File: src/rtl/fmeas_gate_if.sv
// Result handshake between the gate controller and its consumer.
// The master drives result/result_valid; the slave answers with result_ready.
interface fmeas_gate_if #(
  parameter int LENGTH = 20
);
  logic [LENGTH-1:0] result;
  logic              result_valid;
  logic              result_ready;

  modport master (
    output result,
    output result_valid,
    input  result_ready
  );

  modport slave (
    input  result,
    input  result_valid,
    output result_ready
  );
endinterface

File: src/rtl/fmeas_gate_controller.sv
// Reference-clock gate controller for the frequency counter: clears the counter,
// issues periodic latch pulses, double-samples the latched count and emits per-gate deltas.
//
// state    | meaning
// ---------+------------------------------------------------------------
// IDLE     | measurement stopped, all outputs low
// CLR      | counter_reset held high for RST_CYCLES clocks
// WAIT     | period timer counting down to the next latch edge
// LATCH    | latch_counter high for pulse_len clocks (0 treated as 1)
// SETTLE   | let the latched count cross into this domain
// SAMPLE0  | capture first copy of cycle_count
// SAMPLE1  | capture second copy, compare, compute and deliver delta
module fmeas_gate_controller #(
  parameter int LENGTH     = 20,
  parameter int PERIOD_W   = 24,
  parameter int SETTLE     = 4,
  parameter int RST_CYCLES = 8
) (
  input  logic                clk,
  input  logic                rst_n,
  input  logic                enable,
  input  logic [PERIOD_W-1:0] period,
  input  logic [3:0]          pulse_len,
  input  logic [LENGTH-1:0]   cycle_count,
  output logic                counter_reset,
  output logic                latch_counter,
  fmeas_gate_if.master        res_if,
  output logic                overrun,
  output logic                glitch,
  output logic                busy
);

  localparam int PH_MAX_A = (RST_CYCLES > SETTLE) ? RST_CYCLES : SETTLE;
  localparam int PH_MAX   = (PH_MAX_A > 16) ? PH_MAX_A : 16;
  localparam int PH_W     = $clog2(PH_MAX + 1);

  localparam logic [PH_W-1:0]     PH_ONE  = PH_W'(1);
  localparam logic [PH_W-1:0]     PH_RST  = PH_W'(RST_CYCLES - 1);
  localparam logic [PH_W-1:0]     PH_SET  = PH_W'(SETTLE - 1);
  localparam logic [PERIOD_W-1:0] PER_ONE = PERIOD_W'(1);
  localparam logic [PERIOD_W-1:0] PER_OVH = PERIOD_W'(SETTLE + 3);

  typedef enum logic [2:0] {
    S_IDLE,
    S_CLR,
    S_WAIT,
    S_LATCH,
    S_SETTLE,
    S_SAMPLE0,
    S_SAMPLE1
  } state_t;

  state_t              state_q, state_d;
  logic [PH_W-1:0]     ph_q, ph_d;
  logic [PERIOD_W-1:0] per_q, per_d;
  logic [LENGTH-1:0]   s0_q, s0_d;
  logic [LENGTH-1:0]   prev_q, prev_d;
  logic                prev_valid_q, prev_valid_d;
  logic [LENGTH-1:0]   result_q, result_d;
  logic                rv_q, rv_d;
  logic                overrun_d, glitch_d;
  logic                counter_reset_d, latch_counter_d, busy_d;

  logic [3:0]          pl_eff;
  logic [PERIOD_W-1:0] pmin;
  logic [PERIOD_W-1:0] p_eff;
  logic [LENGTH-1:0]   delta;

  // The period floor guarantees the timer never expires before the FSM is back in WAIT.
  assign pl_eff = (pulse_len == 4'd0) ? 4'd1 : pulse_len;
  assign pmin   = PERIOD_W'(pl_eff) + PER_OVH;
  assign p_eff  = (period < pmin) ? pmin : period;
  assign delta  = cycle_count - prev_q;

  assign res_if.result       = result_q;
  assign res_if.result_valid = rv_q;

  always_ff @(posedge clk or negedge rst_n) begin
    if (!rst_n) begin
      state_q       <= S_IDLE;
      ph_q          <= '0;
      per_q         <= '0;
      s0_q          <= '0;
      prev_q        <= '0;
      prev_valid_q  <= 1'b0;
      result_q      <= '0;
      rv_q          <= 1'b0;
      overrun       <= 1'b0;
      glitch        <= 1'b0;
      counter_reset <= 1'b0;
      latch_counter <= 1'b0;
      busy          <= 1'b0;
    end else begin
      state_q       <= state_d;
      ph_q          <= ph_d;
      per_q         <= per_d;
      s0_q          <= s0_d;
      prev_q        <= prev_d;
      prev_valid_q  <= prev_valid_d;
      result_q      <= result_d;
      rv_q          <= rv_d;
      overrun       <= overrun_d;
      glitch        <= glitch_d;
      counter_reset <= counter_reset_d;
      latch_counter <= latch_counter_d;
      busy          <= busy_d;
    end
  end

  always_comb begin
    state_d      = state_q;
    ph_d         = ph_q;
    per_d        = per_q;
    s0_d         = s0_q;
    prev_d       = prev_q;
    prev_valid_d = prev_valid_q;
    result_d     = result_q;
    rv_d         = rv_q;
    overrun_d    = overrun;
    glitch_d     = glitch;

    if (rv_q && res_if.result_ready) rv_d = 1'b0;

    // Period timer free-runs through the gate states so latch edges stay P apart.
    if (state_q inside {S_LATCH, S_SETTLE, S_SAMPLE0, S_SAMPLE1} && per_q != '0)
      per_d = per_q - PER_ONE;

    case (state_q)
      S_IDLE: begin
        if (enable) begin
          state_d = S_CLR;
          ph_d    = PH_RST;
        end
      end
      S_CLR: begin
        per_d        = p_eff - PER_ONE;
        prev_valid_d = 1'b0;
        if (ph_q == '0) state_d = S_WAIT;
        else            ph_d    = ph_q - PH_ONE;
      end
      S_WAIT: begin
        if (per_q == '0) begin
          state_d = S_LATCH;
          per_d   = p_eff - PER_ONE;
          ph_d    = PH_W'(pl_eff - 4'd1);
        end else begin
          per_d = per_q - PER_ONE;
        end
      end
      S_LATCH: begin
        if (ph_q == '0) begin
          state_d = S_SETTLE;
          ph_d    = PH_SET;
        end else begin
          ph_d = ph_q - PH_ONE;
        end
      end
      S_SETTLE: begin
        if (ph_q == '0) state_d = S_SAMPLE0;
        else            ph_d    = ph_q - PH_ONE;
      end
      S_SAMPLE0: begin
        s0_d    = cycle_count;
        state_d = S_SAMPLE1;
      end
      S_SAMPLE1: begin
        state_d = S_WAIT;
        if (s0_q != cycle_count) begin
          glitch_d     = 1'b1;
          prev_valid_d = 1'b0;
        end else begin
          prev_d       = cycle_count;
          prev_valid_d = 1'b1;
          if (prev_valid_q) begin
            if (!rv_q || res_if.result_ready) begin
              result_d = delta;
              rv_d     = 1'b1;
            end else begin
              overrun_d = 1'b1;
            end
          end
        end
      end
      default: state_d = S_IDLE;
    endcase

    if (!enable) begin
      state_d   = S_IDLE;
      rv_d      = 1'b0;
      overrun_d = 1'b0;
      glitch_d  = 1'b0;
    end

    counter_reset_d = (state_d == S_CLR);
    latch_counter_d = (state_d == S_LATCH);
    busy_d          = (state_d != S_IDLE);
  end

endmodule

File: src/flat_wrapper.sv
// flat-port wrapper written by rule: the top's interface ports become plain ports
module fmeas_gate_controller_flat 
#(
  parameter int LENGTH     = 20,
  parameter int PERIOD_W   = 24,
  parameter int SETTLE     = 4,
  parameter int RST_CYCLES = 8
)
  (clk, rst_n, enable, period, pulse_len, cycle_count, counter_reset, latch_counter, overrun, glitch, busy, res_if_result, res_if_result_valid, res_if_result_ready);
  fmeas_gate_if #(.LENGTH(LENGTH)) res_if_i ();
  input  logic clk;
  input  logic rst_n;
  input  logic enable;
  input  logic [PERIOD_W-1:0] period;
  input  logic [3:0] pulse_len;
  input  logic [LENGTH-1:0] cycle_count;
  output logic counter_reset;
  output logic latch_counter;
  output logic overrun;
  output logic glitch;
  output logic busy;
  output wire logic [$bits(res_if_i.result)-1:0] res_if_result;
  output wire logic [$bits(res_if_i.result_valid)-1:0] res_if_result_valid;
  input wire logic [$bits(res_if_i.result_ready)-1:0] res_if_result_ready;
  assign res_if_result = res_if_i.result;
  assign res_if_result_valid = res_if_i.result_valid;
  assign res_if_i.result_ready = res_if_result_ready;
  fmeas_gate_controller #(.LENGTH(LENGTH), .PERIOD_W(PERIOD_W), .SETTLE(SETTLE), .RST_CYCLES(RST_CYCLES)) u_core (.clk(clk), .rst_n(rst_n), .enable(enable), .period(period), .pulse_len(pulse_len), .cycle_count(cycle_count), .counter_reset(counter_reset), .latch_counter(latch_counter), .res_if(res_if_i), .overrun(overrun), .glitch(glitch), .busy(busy));
endmodule
File: config.mk
export PLATFORM = sky130hd
export DESIGN_NAME = fmeas_gate_controller_flat
export DESIGN_NICKNAME = d
export VERILOG_FILES = /design/src/rtl/fmeas_gate_if.sv /design/src/rtl/fmeas_gate_controller.sv /design/src/flat_wrapper.sv
export SDC_FILE = /design/constraint.sdc
export NUM_CORES = 1
export LEC_CHECK = 0
export ABC_AREA = 0
export BUFFER_PORTS_ARGS = -buffer_cell sky130_fd_sc_hd__buf_2
export CAP_MARGIN = 10
export CORE_ASPECT_RATIO = 0.6
export CORE_MARGIN = 2
export CORE_UTILIZATION = 35
export CTS_CLUSTER_DIAMETER = 120
export DETAILED_ROUTE_END_ITERATION = 10
export SYNTH_ARGS = -nofsm -noshare
export SYNTH_HDL_FRONTEND = slang
export SYNTH_SLANG_ARGS = --single-unit
File: constraint.sdc
create_clock -name clk -period 5.7 [get_ports clk]
set_input_delay 0.285 -clock clk [delete_from_list [all_inputs] [get_ports clk]]
set_output_delay 0.285 -clock clk [all_outputs]
set_load 0.01 [all_outputs]
## Word level (Yosys, flattened, before mapping)

Index checks and enable logic that the tools add are counted.
W data, S select, Z words.

- Input port bits: 52
- Logic and storage cells: 90
- Register bits: 99

- Magnitude comparators: 1
- Mux-type cells: 32
- Equal/unequal tests: 17
- Bitwise logic cells: 1
- Reduce and logical (&&, ||, !) cells: 20
- Add/subtract/negate cells: 6

Operator list:

| cell | number |
|---|---|
| $mux W24 | 3 |
| $pmux W24 S2 | 1 |
| $sub A24 B1 Y24 const B | 2 |
| $logic_not A24 Y1 | 1 |
| $lt A24 B24 Y1 | 1 |
| $reduce_bool A24 Y1 | 1 |
| $pmux W3 S7 | 1 |
| $mux W5 | 4 |
| $ne A20 B20 Y1 | 1 |
| $pmux W5 S4 | 1 |
| $sub A20 B20 Y20 | 1 |
| $mux W1 | 15 |
| $mux W3 | 5 |
| $reduce_and A4 Y1 | 3 |
| $eq A3 B2 Y1 const B | 3 |
| $eq A3 B3 Y1 const B | 3 |
| $ne A2 B1 Y1 const B | 4 |
| $ne A2 B2 Y1 const B | 4 |
| $reduce_bool A4 Y1 | 2 |
| $eq A3 B1 Y1 const B | 2 |
| $reduce_bool A3 Y1 | 2 |
| $add A4 B3 Y5 const B | 1 |
| $logic_not A5 Y1 | 1 |
| $sub A4 B1 Y5 const B | 1 |
| other kinds (12) | 14 |

## Logic depth before layout (Yosys ltp)

Gate-level depths: netlist (run 1).

- Depth after elaboration: 8
- Gate-level depth with buffers: 21
- Depth with buffers taken out: 20

## Worst setup path after synthesis (run 1)

Ideal clock, no wire load.

- Path kind: input -> register
- From: input pulse_len[3]
- To: register u_core.per_q[8]
- Data required time: 5.574 ns
- Arrival time: 3.550 ns
- Stages: 17
- Slack: 2.024 ns
- Path buffers: 1
- Setup time: 0.126 ns
- Cells stage by stage: nor3_1 or2_2 inv_1 ha_1 xnor2_1 ha_1 o21a_1 o21ai_0 a21oi_1 or2_0 buf_2 a21oi_1 ha_1 o2111ai_2 nor4_1 xor2_1 a221o_1

- Cells in the longest elaborated chain, start to end: 8

RTL lines:

| what | RTL line | source |
|---|---|---|
| start: declaration | flat_wrapper.sv:15 | `input logic [3:0] pulse_len;` |
| $logic_not A4 Y1 | fmeas_gate_controller.sv:70 | `assign pl_eff = (pulse_len == 4'd0) ? 4'd1 : pulse_len;` |
| $mux W4 * | fmeas_gate_controller.sv:70 |  |
| $add A4 B3 Y5 * | fmeas_gate_controller.sv:71 | `assign pmin = PERIOD_W'(pl_eff) + PER_OVH;` |
| $lt A24 B24 Y1 | fmeas_gate_controller.sv:72 | `assign p_eff = (period < pmin) ? pmin : period;` |
| $mux W24 * | fmeas_gate_controller.sv:72 |  |
| $sub A24 B1 Y24 * | fmeas_gate_controller.sv:136, fmeas_gate_controller.sv:144 |  |
| $mux W24 | fmeas_gate_controller.sv:142 | `if (per_q == '0) begin` |
| $pmux W24 S2 * | fmeas_gate_controller.sv:128 | `case (state_q)` |
| end signal: assignment | fmeas_gate_controller.sv:96 | `per_q <= per_d;` |
| end: declaration | fmeas_gate_controller.sv:55 | `logic [PERIOD_W-1:0] per_q, per_d;` |

Mark *: on every way between the ends. The rest lies on a longest branch, timed or not.
A chain may end at the register's enable or synchronous reset.

## Worst setup path in the final report (run 1)

- From: input pulse_len[3]
- To: register u_core.per_q[16]

Same word-level chain as after synthesis.

==> impl_results.md, run 1 <==
* Status: complete, no violations
* Core Region at 17970 um^2
* Worst skew pair latency at 350 ps
* Post-synth EDFFs at 0
* TNS Setup at 0 ps
* Largest net degree at the start of global routing at 62
* WP buf/inv at 3
* Layout cells sized above 1 at 18.58%
* Crit-path max cell delay at 420 ps
* Area of the multi-input gates at 3686 um^2
* Worst-margin pin slew at 1128 ps
* First-pass iteration count of the detailed router at 5
* Primary FF master, synth: dfrtp_1
* Vias in the first global route at 4954
* Crit-path slowest cell: xnor2_1
* CTS tree: yes
* Final Hold Slack at 201.7 ps
* MaxCap Viol Count at 0
* Worst Hold Class: input port to register
* Fin crit share at 71.74%
* CP arrival at 4300 ps
* Post-synth top area share at 38.69%
* Core Rows at 38
* Synth Instances at 713
* Post-synth top area cell: dfrtp_1
* Leakage at 3.184 nW
* RSZ-0062 raised after global routing: no
* Antenna diode count at 0
* Num CTS Buffers at 9
* Routability cong. at 0.8794
* Final setup violation count at 0
* H-tree depth at 3
* IO buf count at 77
* Worst setup path category: input port to register
* Layout area overhead at 14.23%
* Post-DP HPWL at 12730 um
* Initial drt markers at 437
* Vias at 5459
* Max-slew violation count at 0
* P per Cell Area at 276.9 nW/um^2
* Die area at 19430 um^2
* Mapped Area at 6402 um^2
* Fin crit period at 4089 ps
* CP required at 5920 ps
* Clock Sinks at 99
* Final Hold Vio Count at 0
* Worst slack at placement at 1240 ps
* FF+latch area at 2477 um^2
* Number of vias per cell at 5.321
* Die width at 178.6 um
* First-pass GRT wire length at 27300 um
* Total congestion overflow at 0
* RR Startpoint: u_core.per_q[0]
* Final WL at 16600 um
* Num ports at 78
* Skew final at 12.29 ps
* Critical Path End Type: register
* Register area share after synthesis at 38.69%
* Synthesis-stage register bit count at 99
* Worst path cell trace: buf_2 > nor3_1 > or2_2 > inv_1 > ha_1 > xnor2_1 > ha_1 > o21a_1 > o21ai_0 > a21oi_1 > buf_4 > or2_0 > a21oi_1 > ha_1 > nand2_1 > nor4_1 > o21ai_0 > o21bai_1 > a21oi_1 > o21ai_1
* Syn Nets at 793
* Slack of the critical path at 1611 ps
* # DRC at 0
* Total global-route track usage at 18.17%
* Hold Path Origin: cycle_count[17]
* Initial Utilization at 35.62%
* Slew HR at 24.50%
* Die H at 108.8 um
* Synth cell types at 73
* Root Driver: clkbuf_16
* Synthesis Warnings at 0
* Post-Syn Area per Cell at 8.980 um^2
* Max Root-Sink Buffers at 2
* Fillers at 1835
* Nets at 861
* Fraction of registers with async set/reset at 100.0%
* Top delay family on crit path: compound AO/OA/AOI/OAI gates
* Setup Fix Bufs, Post-CTS at 0
* Top post-synthesis cells by area: dfrtp_1 39%, o21ai_0 5.7%, ha_1 5.3%
* Antenna viol nets, final at 0
* Maximum net fanout on the critical path at 9
* Non-filler cells in the finished layout at 1026
* WL/cell at 16.18 um
* Most common cell in the synthesized netlist: dfrtp_1
* VDD IR max at 0.0001435 V
* Top cells by count, synth: 99 x dfrtp_1, 75 x nand2_1, 73 x o21ai_0
* CP startpoint: pulse_len[3]
* Crit start category: input port
* Clk pin slew, worst setup/hold paths at 70 ps
* Initial antenna violation count at 1
* Fmax achieved at 0.2445 GHz
* Placed instance count at 1009
through the flow:
stage	total power, W	util, %	instance area, um^2
floorplan	0.001274	-	6402
global placement	0.001440	39.08	7024
detailed placement	0.001441	39.08	7024
CTS	0.002040	40.69	7313
global route	0.002154	40.69	7313
finish	0.002025	40.69	7313
worst register-to-register path, delay by kind of cell (launching register included):
family                     cells  cell delay [ps]
adders and majority gates      1              200
buffers and inverters          2              400
DFF                            1              430
and+or+nand+nor                3             1320
AOI/OAI and AO/OA              3             1240
per-layer routing:
metal	GRT usage, %	part of all wire, %	vias up
met5	0	0.078	-
met4	3.833	0.85	2
met2	22.15	36	161
li1	-	-	2711
met3	4.045	7.1	15
met1	30.75	56	2570
final timing paths:
check	slack [ps]	cells past startpoint	endpoint
max	1610	20	u_core.per_q[16]
min	200	3	u_core.prev_q[17]
max reg2reg	2010	9	u_core.per_q[8]
min reg2reg	470	2	u_core.res_if.result[10]
max in group asynchronous	4050	3	u_core.per_q[21]
min in group asynchronous	440	2	u_core.res_if.result[10]
what timing repair did:
action / 4_1_cts / 5_1_grt
endpoints found under the hold margin: 38 / 0
resized for setup: 0 / 0
setup endpoints to repair: 0 / 0
hold buffers: 1 / 0
state kept, by name, indices dropped and copies added (netlist names):
| register | flops |
|---|---|
| u_core.res_if.result | 20 |
| u_core.res_if.result_valid | 1 |
| u_core.latch_counter | 1 |
| u_core.ph_q | 5 |
| u_core.busy | 1 |
| u_core.overrun | 1 |
| u_core.s0_q | 20 |
| u_core.glitch | 1 |
| u_core.state_q | 3 |
| u_core.prev_q | 20 |
| u_core.prev_valid_q | 1 |
| u_core.per_q | 24 |
| u_core.counter_reset | 1 |
cells in the final DEF (no fill, tap or decap), types with 16 or more instances in the layout:
| cell type | n |
|---|---|
| xor2_1 | 25 |
| mux2_2 | 21 |
| o21ai_0 | 73 |
| inv_1 | 34 |
| nor4_1 | 17 |
| dfrtp_1 | 99 |
| nor3_1 | 26 |
| ha_1 | 27 |
| or3_1 | 16 |
| xnor2_1 | 32 |
| nand2_1 | 75 |
| a21oi_1 | 31 |
| nor2_1 | 43 |
| buf_2 | 76 |
area by class of cell:
type | instances | share of cell area (%)
repair buffers | 84 | 6.056
well taps | 240 | 4.106
multi-input cells | 553 | 50.40
clock buffers | 10 | 3.131
clock inverters | 6 | 0.6843
flip-flops and latches | 99 | 33.88
inverters | 34 | 1.745
power breakdown:
| group | switching [W] | leakage [nW] | internal, W | total (W) |
|---|---|---|---|---|
| combinational | 0.000288 | 1.89 | 0.000215 | 0.000503 |
| sequential | 0.000124 | 1.17 | 0.000807 | 0.000932 |
| clock | 0.000289 | 0.130 | 0.000301 | 0.000590 |
| total | 0.000701 | 3.18 | 0.00132 | 0.00203 |
cell families (layout without fill, tap and decap cells):
family | after synthesis | in the layout | synth area share (%)
AOI/OAI and AO/OA | 189 | 189 | 18.86
xor gates and xnor gates | 57 | 57 | 7.798
adders and majority gates | 28 | 28 | 5.589
buffers and inverters | 61 | 134 | 3.869
DFF | 99 | 99 | 38.69
muxes | 25 | 25 | 4.319
and+or+nand+nor | 254 | 254 | 20.87
Note: power is estimated with default switching activity, not from simulation.
==> inputs of run 2 (changes only) <==
- clock period: 5.7 -> 3.5 ns (I/O delays scaled with it)
==> impl_results.md, run 2 (synthesized netlist as in run 1, its figures left out) <==
* Commonest cells after routing, fill and taps aside: 99 x dfrtp_1, 76 x buf_2, 75 x nand2_1
* Worst slack at placement at -96.29 ps (-1337 ps)
* Fin crit share at 90.27%
* Skew final at 11.84 ps (-0.4525 ps)
* CP required at 3750 ps (-2170 ps)
* Number of vias per cell at 5.374 (+1.0%)
* Fillers at 1812 (-1.3%)
* First-pass GRT wire length at 27780 um (+1.8%)
* Worst skew pair latency at 360 ps (about the same)
* Routability cong. at 0.8599 (-2.2%)
* Core Rows at 38 (unchanged)
* P per Cell Area at 471.8 nW/um^2 (+70%)
* Critical Path End Type: register
* MaxCap Viol Count at 0 (unchanged)
* Total global-route track usage at 18.47% (+0.30 points)
* Initial drt markers at 479 (+9.6%)
* IO buf count at 77 (unchanged)
* Slew HR at 25.17% (+0.67 points)
* Slack of the critical path at 340.5 ps (-1270 ps)
* Status: complete, no violations
* M1 WL at 9356 um (+0.56%)
* Top reg by flops: u_core.per_q
* Antenna viol nets, final at 0 (unchanged)
* CTS tree: yes
* Worst Hold Class: input port to register
* Vias at 5589 (+2.4%)
* Clk pin slew, worst setup/hold paths at 80 ps (about the same)
* Setup Fix Bufs, Post-CTS at 0 (unchanged)
* Crit start category: register
* Die area at 19430 um^2 (unchanged)
* Final total power at 0.003549 W (+75%)
* Largest net degree at the start of global routing at 100 (+61%)
* Num ports at 78 (unchanged)
* Clock Sinks at 99 (unchanged)
* Maximum net fanout on the critical path at 7 (-2)
* Layout area overhead at 17.49%
* Layout cells sized above 1 at 20.25% (+1.7 points)
* Root Driver: clkbuf_16
* Non-filler cells in the finished layout at 1040 (+1.4%)
* Commonest non-fill, non-tap cell in the layout: dfrtp_1
* Nets at 875 (+1.6%)
* WL/cell at 16.33 um (+0.94%)
* Placed instance count at 1023 (+1.4%)
* First-pass iteration count of the detailed router at 5 (unchanged)
* Met2 wire length at 6391 um (+7.1%)
* Final Hold Vio Count at 0 (unchanged)
* Fmax achieved at 0.3165 GHz
* Final setup violation count at 0 (unchanged)
* Die H at 108.8 um (unchanged)
* Initial antenna violation count at 0 (-1)
* Initial Utilization at 35.62% (unchanged)
* Total congestion overflow at 0 (unchanged)
* Max-slew violation count at 0 (unchanged)
* Worst setup path category: register to register
* Num CTS Buffers at 9 (unchanged)
* Final WL at 16990 um (+2.3%)
* Vias in the first global route at 5123 (+3.4%)
* Leakage at 3.303 nW (+3.8%)
* Core Region at 17970 um^2 (unchanged)
* Antenna diode count at 0 (unchanged)
* # DRC at 0 (unchanged)
* VDD IR max at 0.0002552 V (+78%)
* Met3 WL post-DR at 1094 um (-7.1%)
* Die width at 178.6 um (unchanged)
* Post-DP HPWL at 12740 um (about the same)
* Uppermost layer routed: met4
* Max Root-Sink Buffers at 2 (unchanged)
* CP arrival at 3410 ps (-890 ps)
* TNS Setup at 0 ps (unchanged)
* Worst-margin pin slew at 1118 ps (-10.05 ps)
* H-tree depth at 3 (unchanged)
* RSZ-0062 raised after global routing: no
* Max reg flops at 24 (unchanged)
* Fin crit period at 3160 ps
## run 2: cell count changes in the layout (fill, tap and decap cells not counted), moves of 2 or more
cell	delta
buf_12	+2
buf_4	+12
bufinv_16	+3
clkinv_4	-2
## run 2: power breakdown
group          internal, W  switching (W)
combinational     0.000368       0.000483
sequential         0.00132       0.000202
clock             0.000720       0.000461
## run 2: path summary, 6_finish.rpt
path,depth (start not counted),slack [ps],from,endpoint
worst max register to register,8,340,u_core.per_q[0],u_core.ph_q[3]
worst max-delay path,8,340,u_core.per_q[0],u_core.ph_q[3]
min in group asynchronous,3,420,rst_n,u_core.res_if.result[11]
max in group asynchronous,3,2640,rst_n,u_core.per_q[13]
worst min register to register,2,480,u_core.res_if.result[13],u_core.res_if.result[13]
worst min-delay path,3,90,cycle_count[17],u_core.prev_q[17]
## run 2: layer usage
| metal | global-route usage [%] | vias up |
|---|---|---|
| met2 | 23.72 | 153 |
| met5 | 0 | - |
| li1 | - | 2737 |
| met1 | 30.17 | 2689 |
| met3 | 4.045 | 10 |
| met4 | 4.355 | 0 |
## run 2: area by class of cell
cell class	instances	area, um^2	share of cell area (%)
flip-flops and latches	99	2477	32.93
clock buffers	10	239.0	3.177
inverters	34	127.6	1.697
repair buffers	98	573.1	7.618
clock inverters	6	111.4	1.480
well taps	240	300.3	3.992
multi-input cells	553	3694	49.10
## run 2: timing repair
action                                 in CTS  in global routing
endpoints found under the hold margin      99                  0
hold buffers                                1                  0
setup endpoints to repair                   0                  1
gates resized for setup                     0                  1
## run 2: worst max-delay path: stages, from the launching register on
cell	delay, ps
dfrtp_1	440
inv_1	80
ha_1	220
nor4b_1	390
nand3_1	360
nor4b_1	500
a221oi_1	160
o22ai_1	500
mux2_2	400
## run 2: metrics by stage
step | area, um^2 | hold WS (ps) | utilization, %
floorplan | 6410 | -120.6 | -
global placement | 7162 | 290.2 | 39.85
detailed placement | 7162 | 288.1 | 39.85
CTS | 7522 | 86.15 | 41.85
global route | 7522 | 109.6 | 41.85
finish | 7522 | 92.97 | 41.85
==> inputs of run 3 (changes only) <==
- CTS_BUF_LIST: default -> sky130_fd_sc_hd__clkbuf_16
- CTS_CLUSTER_SIZE: default -> 16
- GPL_ROUTABILITY_DRIVEN: default -> 0
==> impl_results.md, run 3 (synthesized netlist as in run 1, its figures left out) <==
* Clk pin slew, worst setup/hold paths at 70 ps (about the same)
* Vias in the first global route at 5125 (+0.039%)
* Vias at 5558 (-0.55%)
* Leakage at 3.297 nW (-0.17%)
* Part of the power in registers at 43.1% (+0.3 points)
* R2R cell count at 8 (unchanged)
* Core Rows at 38 (unchanged)
* Max reg flops at 24 (unchanged)
* Final setup violation count at 0 (unchanged)
* Final core occ at 41.80% (-0.056 points)
* VDD IR max at 0.0002552 V (about the same)
* WHS Endpoint: u_core.prev_q[3]
* P per Cell Area at 469.3 nW/um^2 (-0.55%)
* Initial Utilization at 35.62% (unchanged)
* Switching part of the total power at 32.46% (+0.16 points)
* Setup Fix Bufs, Post-CTS at 0 (unchanged)
* Status: complete, no violations
* Antenna viol nets, final at 0 (unchanged)
* Fillers at 1811 (-0.055%)
* Worst path cell trace: buf_2 > nor3_1 > or2_2 > inv_1 > ha_1 > xnor2_2 > ha_1 > o21a_1 > o21ai_0 > a21oi_1 > or2_0 > a21oi_1 > ha_1 > nand2_1 > nor4_1 > o21ai_1 > o21bai_1 > a21oi_1 > o21ai_1
* Met3 WL post-DR at 933 um (-15%)
* Max-slew violation count at 0 (unchanged)
* Largest net degree at the start of global routing at 100 (unchanged)
* RSZ-0062 raised after global routing: no
* Fin crit period at 3164 ps (+4.059 ps)
* Skew final at 12.00 ps (+0.1619 ps)
* Worst setup path category: input port to register
* H-tree depth at 3 (unchanged)
* Post-DP HPWL at 12740 um (unchanged)
* Core Region at 17970 um^2 (unchanged)
* First-pass GRT wire length at 27770 um (about the same)
* Min-Delay Path Depth at 3 (unchanged)
* Critical Path End Type: register
* First-pass iteration count of the detailed router at 5 (unchanged)
* Worst-margin pin slew at 1128 ps (+9.355 ps)
* Commonest non-fill, non-tap cell in the layout: dfrtp_1
* Max Root-Sink Buffers at 2 (unchanged)
* Slew HR at 24.55% (-0.63 points)
* Internal Dissipation at 0.002381 W (-0.92%)
* WL/cell at 16.32 um (about the same)
* Die area at 19430 um^2 (unchanged)
* Root Driver: clkbuf_16
* Worst r2r dst: u_core.ph_q[3]
* Nets at 875 (unchanged)
* Psw at 0.001144 W (-0.18%)
* CTS tree: yes
* Crit start category: input port
* Initial antenna violation count at 0 (unchanged)
* Num CTS Buffers at 9 (unchanged)
* Crit-path slowest cell: or2_0
* Placed instance count at 1023 (unchanged)
* Layout cells sized above 1 at 20.13% (-0.13 points)
* Layout area overhead at 17.33%
* Worst skew pair latency at 360 ps (about the same)
* RR Startpoint: u_core.per_q[0]
* Die H at 108.8 um (unchanged)
* Fin crit share at 90.39% (+0.12 points)
* # DRC at 0 (unchanged)
* Final total power at 0.003525 W (-0.68%)
* MaxCap Viol Count at 0 (unchanged)
* Initial drt markers at 489 (+2.1%)
* Number of vias per cell at 5.344 (-0.55%)
* Clock Sinks at 99 (unchanged)
* Top reg by flops: u_core.per_q
* Clk pwr share at 32.8% (-0.5 points)
* Top delay family on crit path: compound AO/OA/AOI/OAI gates
* Final Hold Vio Count at 0 (unchanged)
* Antenna diode count at 0 (unchanged)
* Uppermost layer routed: met4
* Num ports at 78 (unchanged)
* Met2 wire length at 6352 um (-0.61%)
* Gate power share at 24.1% (about the same)
* Non-filler cells in the finished layout at 1040 (unchanged)
* CP arrival at 3380 ps (-30 ps)
* Total global-route track usage at 18.46% (about the same)
* WP buf/inv at 2 (+1)
* Commonest cells after routing, fill and taps aside: 99 x dfrtp_1, 76 x buf_2, 75 x nand2_1
* Worst Hold Class: input port to register
* Crit-path max cell delay at 290 ps (-210 ps)
* Total congestion overflow at 0 (unchanged)
* Final WL at 16970 um (about the same)
* Hold Path Origin: cycle_count[3]
* M1 WL at 9542 um (+2.0%)
* IO buf count at 77 (unchanged)
* CP required at 3720 ps (-30 ps)
* Fmax achieved at 0.3161 GHz (-0.13%)
* Maximum net fanout on the critical path at 4 (-3)
* Die width at 178.6 um (unchanged)
* Reg2reg setup slack at 350 ps (about the same)
* TNS Setup at 0 ps (unchanged)
[run 3: routing by layer]
metal	vias to the layer above	global-route usage, %
li1	2734	-
met5	-	0
met2	134	23.69
met1	2680	30.17
met3	10	4.045
met4	0	4.355
[run 3: tightest hold or removal path, stage by stage]
cell and delay, ps:
buf_2 120, nand2_1 50, o21ai_0 60
[run 3: through the flow]
step	setup slack [ps]	hold WS, ps	area, um^2
4_1_cts	299.5	86.15	7512
6_report	336.4	91.68	7512
5_1_grt	37.90	109.6	7512
3_3_place_gp	43.43	290.2	7162
3_5_place_dp	-96.29	288.1	7162
2_1_floorplan	20.14	-120.6	6410
[run 3: repair_timing]
action                     4_1_cts  5_1_grt
setup endpoints to repair        0        1
hold buffers                     1        0
hold endpoints to repair        99        0
resized for setup                0        1
[run 3: layout make-up]
cell class | count | area [um^2] | share of cell area (%)
Clock buffer | 9 | 225.2 | 2.998
Clock inverter | 7 | 115.1 | 1.532
Inverter | 34 | 127.6 | 1.699
Multi-Input combinational cell | 553 | 3694 | 49.17
Sequential cell | 99 | 2477 | 32.98
Tap cell | 240 | 300.3 | 3.997
Timing Repair Buffer | 98 | 573.1 | 7.628
[run 3: how the worst max path moves through the flow]
stage	slack, ps	start	to	cells after the start
finish	340	pulse_len[3]	u_core.per_q[16]	19
global route	40	u_core.per_q[0]	u_core.per_q[3]	9
CTS	300	pulse_len[3]	u_core.per_q[16]	19
detailed placement	-100	pulse_len[3]	u_core.per_q[16]	19
global placement	40	pulse_len[3]	u_core.per_q[16]	19
floorplan	20	pulse_len[3]	u_core.per_q[8]	17
[run 3: power groups by stage]
stage | logic, W | clock network, W | registers [W]
after detailed placement | 0.000844 | 0 | 0.00153
after CTS | 0.000847 | 0.00118 | 0.00151
after floorplan | 0.000606 | 0 | 0.00147
after global placement | 0.000830 | 0 | 0.00153
final | 0.000851 | 0.00116 | 0.00152
after global routing | 0.000955 | 0.00124 | 0.00155
